## src/rtl/trap_control_pkg.sv

```systemverilog
// Shared definitions for the machine-mode trap sequencer: CSR addresses
// and the trap-entry state encoding.
package trap_control_pkg;

  localparam logic [11:0] CSR_MTVEC  = 12'h305;
  localparam logic [11:0] CSR_MEPC   = 12'h341;
  localparam logic [11:0] CSR_MCAUSE = 12'h342;

  // Trap-entry sequence: IDLE -> SAVE_EPC -> WR_CAUSE -> VECTOR -> IDLE
  typedef enum logic [1:0] {
    ST_IDLE     = 2'd0,
    ST_SAVE_EPC = 2'd1,
    ST_WR_CAUSE = 2'd2,
    ST_VECTOR   = 2'd3
  } trap_state_e;

endpackage

```

## src/rtl/trap_control_prio_enc.sv

```systemverilog
// Fixed-priority encoder: reports the lowest set index of req.
module prio_enc #(
  parameter int N = 4,
  localparam int IW = (N > 1) ? $clog2(N) : 1
) (
  input  logic [N-1:0]  req,
  output logic          valid,
  output logic [IW-1:0] idx
);

  // Scan from the top down so the lowest set bit is the last assignment.
  always_comb begin
    valid = |req;
    idx   = '0;
    for (int i = N - 1; i >= 0; i--) begin
      if (req[i]) idx = IW'(i);
    end
  end

endmodule

```

## src/rtl/trap_control.sv

```systemverilog
// Machine-mode interrupt sequencer. Accepts an enabled interrupt at an
// instruction boundary, then spends three cycles writing mepc, mcause and
// loading the handler pc while fetch is stalled.
//
// Output timing: take/mie_reset are combinational in the accepting cycle.
// All other outputs are registered and reflect the current state, so a
// write strobe is high for exactly the cycle the FSM sits in the matching
// state; the data/address/pc_next buses are zero whenever their strobe is low.
module trap_control
  import trap_control_pkg::*;
#(
  parameter int NUM_IRQ    = 4,
  parameter int XLEN       = 32,
  parameter bit VECTORED   = 1'b1,
  parameter int CAUSE_BASE = 16
) (
  input  logic               clk,
  input  logic               reset_n,
  input  logic [NUM_IRQ-1:0] irq,
  input  logic [NUM_IRQ-1:0] irq_en,
  input  logic               mie,
  input  logic               boundary,
  input  logic [XLEN-1:0]    pc,
  input  logic [XLEN-1:0]    mtvec,
  output logic               take,
  output logic               busy,
  output logic               mie_reset,
  output logic               csr_we,
  output logic [11:0]        csr_addr,
  output logic [XLEN-1:0]    csr_wdata,
  output logic               pc_load,
  output logic [XLEN-1:0]    pc_next
);

  localparam int IW = (NUM_IRQ > 1) ? $clog2(NUM_IRQ) : 1;
  localparam int CW = XLEN - 1;

  logic [NUM_IRQ-1:0] pend;
  logic               pend_valid;
  logic [IW-1:0]      win_idx;

  trap_state_e        state_q, state_d;
  logic [CW-1:0]      cause_q, cause_d;
  logic [XLEN-1:0]    epc_q, epc_d;
  logic               busy_q, busy_d;
  logic               csr_we_q, csr_we_d;
  logic [11:0]        csr_addr_q, csr_addr_d;
  logic [XLEN-1:0]    csr_wdata_q, csr_wdata_d;
  logic               pc_load_q, pc_load_d;
  logic [XLEN-1:0]    pc_next_q, pc_next_d;

  logic [XLEN-1:0]    vec_base;
  logic [XLEN-1:0]    vec_target;

  assign pend = irq & irq_en;

  prio_enc #(.N(NUM_IRQ)) u_prio_enc (
    .req   (pend),
    .valid (pend_valid),
    .idx   (win_idx)
  );

  // Acceptance is only possible from IDLE; reset forces it low so every
  // output is quiet while reset_n is held.
  always_comb begin
    take      = reset_n && (state_q == ST_IDLE) && boundary && mie && pend_valid;
    mie_reset = take;
  end

  // Handler address: direct base, or base + 4*cause for vectored mode (wraps).
  always_comb begin
    vec_base   = {mtvec[XLEN-1:2], 2'b00};
    vec_target = vec_base;
    if (VECTORED && (mtvec[1:0] == 2'b01)) begin
      vec_target = vec_base + ({1'b0, cause_q} << 2);
    end
  end

  // Next state, frozen cause/epc latches and next registered outputs.
  always_comb begin
    state_d     = state_q;
    cause_d     = cause_q;
    epc_d       = epc_q;
    busy_d      = 1'b0;
    csr_we_d    = 1'b0;
    csr_addr_d  = '0;
    csr_wdata_d = '0;
    pc_load_d   = 1'b0;
    pc_next_d   = '0;
    unique case (state_q)
      ST_IDLE: begin
        if (take) begin
          state_d     = ST_SAVE_EPC;
          cause_d     = CW'(CAUSE_BASE) + CW'(win_idx);
          epc_d       = pc;
          busy_d      = 1'b1;
          csr_we_d    = 1'b1;
          csr_addr_d  = CSR_MEPC;
          csr_wdata_d = pc;
        end
      end
      ST_SAVE_EPC: begin
        state_d     = ST_WR_CAUSE;
        busy_d      = 1'b1;
        csr_we_d    = 1'b1;
        csr_addr_d  = CSR_MCAUSE;
        csr_wdata_d = {1'b1, cause_q};
      end
      ST_WR_CAUSE: begin
        state_d   = ST_VECTOR;
        busy_d    = 1'b1;
        pc_load_d = 1'b1;
        pc_next_d = vec_target;
      end
      ST_VECTOR: begin
        state_d = ST_IDLE;
      end
      default: begin
        state_d = ST_IDLE;
      end
    endcase
  end

  // Single state/output register; reset aborts any sequence in progress.
  always_ff @(posedge clk) begin
    if (!reset_n) begin
      state_q     <= ST_IDLE;
      cause_q     <= '0;
      epc_q       <= '0;
      busy_q      <= 1'b0;
      csr_we_q    <= 1'b0;
      csr_addr_q  <= '0;
      csr_wdata_q <= '0;
      pc_load_q   <= 1'b0;
      pc_next_q   <= '0;
    end else begin
      state_q     <= state_d;
      cause_q     <= cause_d;
      epc_q       <= epc_d;
      busy_q      <= busy_d;
      csr_we_q    <= csr_we_d;
      csr_addr_q  <= csr_addr_d;
      csr_wdata_q <= csr_wdata_d;
      pc_load_q   <= pc_load_d;
      pc_next_q   <= pc_next_d;
    end
  end

  assign busy      = busy_q;
  assign csr_we    = csr_we_q;
  assign csr_addr  = csr_addr_q;
  assign csr_wdata = csr_wdata_q;
  assign pc_load   = pc_load_q;
  assign pc_next   = pc_next_q;

endmodule

```

## config.mk

```make
export PLATFORM = sky130hd
export DESIGN_NAME = trap_control
export DESIGN_NICKNAME = d
export VERILOG_FILES = /design/src/rtl/trap_control_pkg.sv /design/src/rtl/trap_control_prio_enc.sv /design/src/rtl/trap_control.sv
export SDC_FILE = /design/constraint.sdc
export NUM_CORES = 1
export LEC_CHECK = 0
export ABC_CLOCK_PERIOD_IN_PS = 5800
export CAP_MARGIN = 20
export CELL_PAD_IN_SITES_DETAIL_PLACEMENT = 1
export CELL_PAD_IN_SITES_GLOBAL_PLACEMENT = 1
export CORE_UTILIZATION = 30
export DETAILED_ROUTE_END_ITERATION = 10
export PLACE_DENSITY = 0.95
export SLEW_MARGIN = 25
export SYNTH_ARGS = -nofsm -noshare
export SYNTH_HDL_FRONTEND = slang
export SYNTH_HIERARCHICAL = 1
export SYNTH_SLANG_ARGS = --single-unit
```

## constraint.sdc

```tcl
create_clock -name clk -period 5.8 [get_ports clk]
set_clock_uncertainty 0.05 [all_clocks]
set_input_delay 1.16 -clock clk [delete_from_list [all_inputs] [get_ports clk]]
set_output_delay 1.16 -clock clk [all_outputs]
set_load 0.05 [all_outputs]
```

* After elaboration in Yosys (flattened, before gate mapping) *
Index checks and enable logic that the tools add are counted.

storage, ports and cells
  logic and storage cells = 42
  bits in registers = 112
  input bits = 76

operators by class
  equal/unequal tests = 5
  $add $sub $neg = 2
  reduce and logical (&&, ||, !) cells = 10
  multiplexer cells = 15
  bitwise operators = 1

operators by type and width
  operator               number
  $mux W32               2
  $pmux W32 S2           1
  $add A32 B32 Y32       1
  $pmux W10 S2           1
  $mux W10               1
  $mux W2                5
  $pmux W2 S4            1
  $add A5 B2 Y6 const A  1
  $and A4 B4 Y4          1
  $eq A2 B1 Y1 const B   2
  $eq A2 B2 Y1 const B   2
  $logic_and A1 B1 Y1    4
  $pmux W1 S2            2
  $reduce_and A2 Y1      2
  $reduce_or A4 Y1       1
  $reduce_and A3 Y1      1
  $logic_not A2 Y1       1
  $mux W1                2
  $ne A2 B2 Y1 const B   1
  $reduce_or A2 Y1       1

* Logic depth before layout (Yosys ltp) *
  depth in word-level cells = 7
  mapped depth = 9
  gate-level depth less buffers = 7

* Cells and area by module *
Netlist, hierarchy kept.

modules (own cells, without submodules)
  module        instances  area each (sq um)  sequential area each (sq um)  cells each
  trap_control  1          2911.5             1441.4                        299
  prio_enc      1          35.0               0.0                           7

* Worst setup path before layout *
Ideal clock, no wire load.

  path kind = input -> output
  from = input irq[0]
  to = output take
  required time = 4.590 ns
  stages on the path = 8
  path slack = 1.684 ns
  arrival time = 2.906 ns
  path through = and2_1 -> nor2_1 -> nand2_1 -> nand3_1 -> nor2_1 -> clkbuf_1 -> clkbuf_1 -> buf_4

on the way
  longest elaborated chain between the ends = 3

RTL lines
  what                  RTL line                     source
  start: declaration    trap_control.sv:19           input logic [NUM_IRQ-1:0] irq,
  $and A4 B4 Y4         trap_control.sv:55           assign pend = irq & irq_en;
  $reduce_or A4 Y1      trap_control_prio_enc.sv:13  valid = |req;
  named net pend_valid  trap_control.sv:39           logic pend_valid;
  $logic_and A1 B1 Y1   trap_control.sv:66           take = reset_n && (state_q == ST_IDLE) && boundary && mie && pend_valid;
  end: declaration      trap_control.sv:25           output logic take,

The timed path passes the listed nets, and every way through them passes these cells.

* Final worst setup path *
  from = input reset_n
  to = output take

on the way
  longest elaborated chain between the ends = 4

RTL lines
  what                               RTL line            source
  start: declaration                 trap_control.sv:18  input logic reset_n,
  $logic_and A1 B1 Y1 (4 in series)  trap_control.sv:66

No other way between the ends.

==> results.md <==
Timing:
- The worst path uses between 70% and 80% of the clock period.
- The final max-slew violation count is 0.
- The final-report setup violation count is 0.
- The tightest slew margin relative to the limit is about 61%.
- The minimum setup slack in the final design is between 1000 and 1500 ps.
- The hold violation total from the final report was 0.
- Based on the critical path, the design can be clocked at up to 218 MHz.
- The measured slew at the worst slew-check pin is slightly below 600 ps.
- Summed over all failing endpoints, the final setup total negative slack is 0 ps.
- Setup repair after global routing left no endpoint under its margin.
- Subtracting the final worst setup slack from the clock period gives 4590 ps.

CTS:
- The clock root buffer is clkbuf_8.
- For the worst-skew pair, the clock arrives at the later sink with an insertion delay of approximately 350 ps.
- The total of cells resized after clock tree synthesis is 0.
- The TritonCTS clock tree is built.
- The clock sink total is between 70 and 80.
- The H-tree was split into 3 levels.
- The post-CTS setup repair buffer count is 0.
- The clock passes through at most 2 buffers.
- The TritonCTS buffer count is 9.
- After clock tree synthesis, the clock-pin slew on the worst setup and hold paths is roughly 80 ps.
- The count of hold buffers inserted by post-cts repair is 0.

Critical path:
- The type of the worst setup path is in -> out.
- The critical path arrival is roughly 3400 ps.
- The type of destination of the critical path is a primary output.
- The end of the worst register-to-register path is pc_next[18].
- The highest cell delay on the worst timing path is about 900 ps.
- Walking the worst path, the cells encountered are clkdlybuf4s50_1, nand2_1, nor2_2, buf_4, clkdlybuf4s50_1.
- Of all nets on the critical path, the largest fanout is 39.
- The critical path startpoint category is an input port.
- The cell at the slowest stage of the critical path is clkdlybuf4s50_1.
- In this run the worst setup path begins at reset_n.
- The cell repeated most along the worst path is clkdlybuf4s50_1.
- The worst register-to-register path has a setup slack of 3150 ps.
- The worst register-to-register path begins at cause_q[0].
- The required time of the critical path is roughly 4600 ps.
- The number of cells on the worst reg-to-reg path is 6.

Detailed routing:
- The amount of wire on met3 after detailed routing is around 440 um.
- In this run the remaining antenna-violating nets after routing total 0.
- The via count of the routed design is ~2800.
- Summed over all nets, wire length on met2 after detailed routing comes to roughly 4800 um.
- The wire length on met1 is approximately 3700 um.
- The first routing iteration left 88 violations.
- The number of detailed-routing iterations run before antenna repair is 4.
- The average detailed-routed wire length per instance is ~16 um.
- The residual DRC count is 0.
- The final layout contains routed wiring with a total length of just over 9000 um.
- The top layer reached by signal wires is met4.
- After detailed routing, the number of vias per cell comes to 4.73.

Synthesis:
- Of all cell types, the one taking the most synthesized area is dfxtp_1.
- The number of different library cells used by synthesis comes to 49.
- dfxtp_1 is the most common cell in the netlist.
- The share of synthesized registers carrying an async set or reset is 0%.
- The most used flip-flop cell after synthesis is dfxtp_1.
- Summed over its instances, the top area cell type makes up approximately half of the synthesized netlist area.
- The post-synthesis cell area is slightly below 3000 um2.
- By area the synthesized netlist is led by dfxtp_1 49%, and2_1 7.2%, ha_1 3.4%.
- Sorting the synthesized cells by how often they occur yields 72 x dfxtp_1, 34 x and2_1, 20 x nand2_1, 17 x a21oi_1, 16 x nor2_1.
- The Yosys warning count is 6.
- The register area share after synthesis is between 40 and 50%.
- The number of enable-type register cells in the synthesized netlist is 0.
- Synthesis inferred 72 register bits.
- Synthesis produced a netlist whose cell count is between 300 and 400.
- The average cell area after synthesis is 9.63 um2.

Global routing:
- The via count of the first global-routing pass is 2938.
- The maximum number of pins on one net before global-route repair is 40.
- The global-route total usage across every layer is 18.1%.
- The initial antenna violation count is 0.
- The first-pass GRT wire length is between 10000 and 15000 um.
- The remaining global-route overflow is 0.

Power:
- Of the total power, the clock network draws roughly 28%.
- The switching fraction of total power is a little over a third.
- The combinational fraction of design power is between 30% and 40%.
- The total leakage power is 1.73 nW.
- The peak supply drop is between 90 and 100 uV.
- Dividing total power by cell area gives a power density of between 200 and 300 nW/um2.
- The cell-internal power is around 0.9 mW.
- Summed over all nets, the switching power comes to around 0.5 mW.
- Per report_power, the sequential group accounts for 40.1% of the total.

Final layout:
- Measured on the finished design, the core utilization comes to between 40% and 50%.
- The net count reported at finish is about 530.
- In the final layout, the share of cells above drive strength 1 is under 10%.
- The number of inserted diodes is 0.
- The area growth from synthesis to layout is 58.4%.

Die:
- The floorplan die width is between 100 and 150 um.
- The die is between 100 and 150 um tall.
- Once the floorplan was initialized, standard cells occupied between 30% and 40% of the core.
- The die covers between 10000 and 15000 um2.
- The placement row count is 35.
- The top-level I/O count is around 160.
- The total core area is 9370 um2.

Worst hold path:
- The startpoint identified for the worst hold timing path is cause_q[4].
- For hold timing, the worst endpoint is cause_q[4].
- Counting instances, the worst hold path has a depth of 1.
- In this run the worst hold path is classified as reg -> reg.

Job:
- The max-capacitance violation count is 0.

Run status:
- The run finished with clean final reports.

Placement:
- The post-placement worst setup slack is 1170 ps.
- The count of input and output buffers is between 100 and 150.
- The final weighted congestion in routability-driven placement is slightly above 0.8.
- The placed wire-length estimate after detailed placement is about 7000 um.
[final cells by class]
type	count	area, um2
multi-input combinational	213	1370
timing repair buffer	148	1480
clock inverter	6	68.8
fill	1085	4700
inverter	5	18.8
tap	129	161
sequential	72	1440
clock buffer	10	128
[per-stage QoR]
stage | cell area [um2] | power (mW) | std cells | hold WS (ps)
finish | 4670 | 1.39 | 583 | 468
global route | 4670 | 1.45 | 583 | 487
CTS | 4660 | 1.40 | 583 | 481
detailed placement | 4470 | 1.01 | 567 | 466
global placement | 4470 | 0.988 | 567 | 451
floorplan | 2980 | 0.843 | 314 | 404
[power by group through the flow]
stage                     Combinational [mW]  Clock (mW)  Sequential, mW
final                                  0.438       0.395           0.556
after global routing                   0.463       0.431           0.560
after CTS                              0.441       0.403           0.557
after detailed placement               0.439           0           0.568
after global placement                 0.423           0           0.565
after floorplan                        0.157           0           0.686
[layer usage]
layer,up-vias,global-route usage (%)
li1,1337,-
met1,1302,20.8
met2,102,32.8
met3,16,3.40
met4,0,7.80
met5,-,0
[state kept, by name, summed over array words and instances, names as in the netlist]
name       cells
pc_load        1
busy           1
state_q        2
pc_next       30
csr_wdata     32
cause_q        3
csr_addr       3
[how the worst max path moves through the flow]
| stage | endpoint |
|---|---|
| after floorplan | take |
| after global placement | take |
| after detailed placement | take |
| after CTS | take |
| after global routing | take |
| final | take |
[cells in the final DEF (no fill, tap or decap), drive strengths merged, types with 2 or more instances in the layout]
master         count
o21ai              6
a21oi             18
clkbuf            10
nand3             11
clkinv             3
conb               9
and3               2
xnor2              6
and4               4
nand2             21
a22oi              3
mux2i              4
o31ai             10
or4               10
inv                6
a31oi              2
nand2b             4
clkdlybuf4s50    147
and2              35
or3                6
nor2b              7
ha                 8
xor2               4
nor4               3
a211oi             2
dfxtp             72
nor2              16
a21o               3
nand4              5
a41oi              2
nor3               2
[cells by family after synthesis]
kind of cell    after synthesis  share of synthesized area (%)
fa+ha+maj                     9                           4.08
simple gates                131                           25.4
xor+xnor                     10                           2.97
flops                        72                           48.9
mux                           4                           1.36
compound gates               50                           11.3
buf+inv                      29                           5.86
other cells                   1                          0.127
[critical path: cells and delay by family]
kind / cells / cell delay [ps]
buffers and inverters: 3 / 1910
and+or+nand+nor: 2 / 300
No activity file was read; power rests on OpenSTA's default activity.
==> edit, RTL diff (same settings) <==
`NUM_IRQ`: 4 -> 8.
--- a/src/rtl/trap_control.sv
+++ b/src/rtl/trap_control.sv
@@ -10,5 +10,5 @@
   import trap_control_pkg::*;
 #(
-  parameter int NUM_IRQ    = 4,
+  parameter int NUM_IRQ    = 8,
   parameter int XLEN       = 32,
   parameter bit VECTORED   = 1'b1,
Interface: changed (resized irq and irq_en); port bits go from 157 to 165. The function was not compared with the original's and may differ.
==> edit against the unedited design <==
First-iteration DRC count rose by 20%. Power up 6.9%. Sequential cell count rose by 1. Design area grew 5.0%. Critical path type unchanged. Critical path depth increased by 2. Clock power down 3%. Core utilization down 0.36 points. Area after synthesis rose by 5.2%. Wire length increased by 13%. Sequential share of layout area shrank 1.1 points. Worst setup slack better by 0.26 ns.
==> edit: results <==
export IMPL_outcome="completed"
export IMPL_grt_max_degree=39
export IMPL_grtUsageMet2_pct=37.5
export IMPL_drive_gt1_share_pct=5.38
export IMPL_drt_iter0_markers=106
export IMPL_viasPerCell=4.91
export IMPL_totalWireLength_um=10300
export IMPL_grt_util_all_layers_pct=19.1
export IMPL_met2_length_um=5740
export IMPL_power_switching_mw=0.579
export IMPL_synth_distinct_cells=45
export IMPL_num_multi_input_gates=229
export IMPL_n_all_inverters=8
export IMPL_ys_top_cells_by_area="dfxtp_1, and2_1, or4_1"
export IMPL_wl_met3_um=410
export IMPL_first_global_vias=3171
export IMPL_p_seq_share_pct=38.8
export IMPL_gr_usage_met1_pct=19.3
export IMPL_clock_sinks=73
export IMPL_max_slew_margin_rel_pct=51.9
export IMPL_signal_buffers=157
export IMPL_synth_xor_area_share_pct=0.565
export IMPL_hpwlAfterDp_um=8070
export IMPL_met1_length_um=3960
export IMPL_power_combinational_mw=0.526
export IMPL_multi_input_area_um2=1490
export IMPL_grt_pass1_wl_um=16100
export IMPL_synth_common_cells="dfxtp_1, and2_1, a21oi_1, or4_1"
export IMPL_postPlaceCellArea_um2=4700
export IMPL_ir_drop_v=0.000118
==> edit: path summary, 6_finish.rpt <==
path,cells past startpoint,slack (ns),from,to
worst max-delay path,7,1.47,irq[4],take
worst min-delay path,2,0.51,state_q[0],state_q[0]
worst max register to register,7,3.63,cause_q[0],pc_next[26]
worst min register to register,2,0.51,state_q[0],state_q[0]
==> edit: stage by stage <==
stage | cells | hold WS [ns] | utilization (%) | setup slack [ns] | power (mW)
6_report | 616 | 0.506 | 49.5 | 1.47 | 1.48
5_1_grt | 616 | 0.539 | 49.5 | 1.33 | 1.55
2_1_floorplan | 340 | 0.404 | - | 1.61 | 0.915
3_5_place_dp | 600 | 0.502 | 47.4 | 1.45 | 1.11
3_3_place_gp | 600 | 0.474 | 47.4 | 1.47 | 1.09
4_1_cts | 616 | 0.512 | 49.3 | 1.45 | 1.50
==> edit: worst min-delay path: stages, from the launching register on <==
cell and delay, ns:
dfxtp_1 0.35, nor2_1 0.11, a211oi_1 0.05
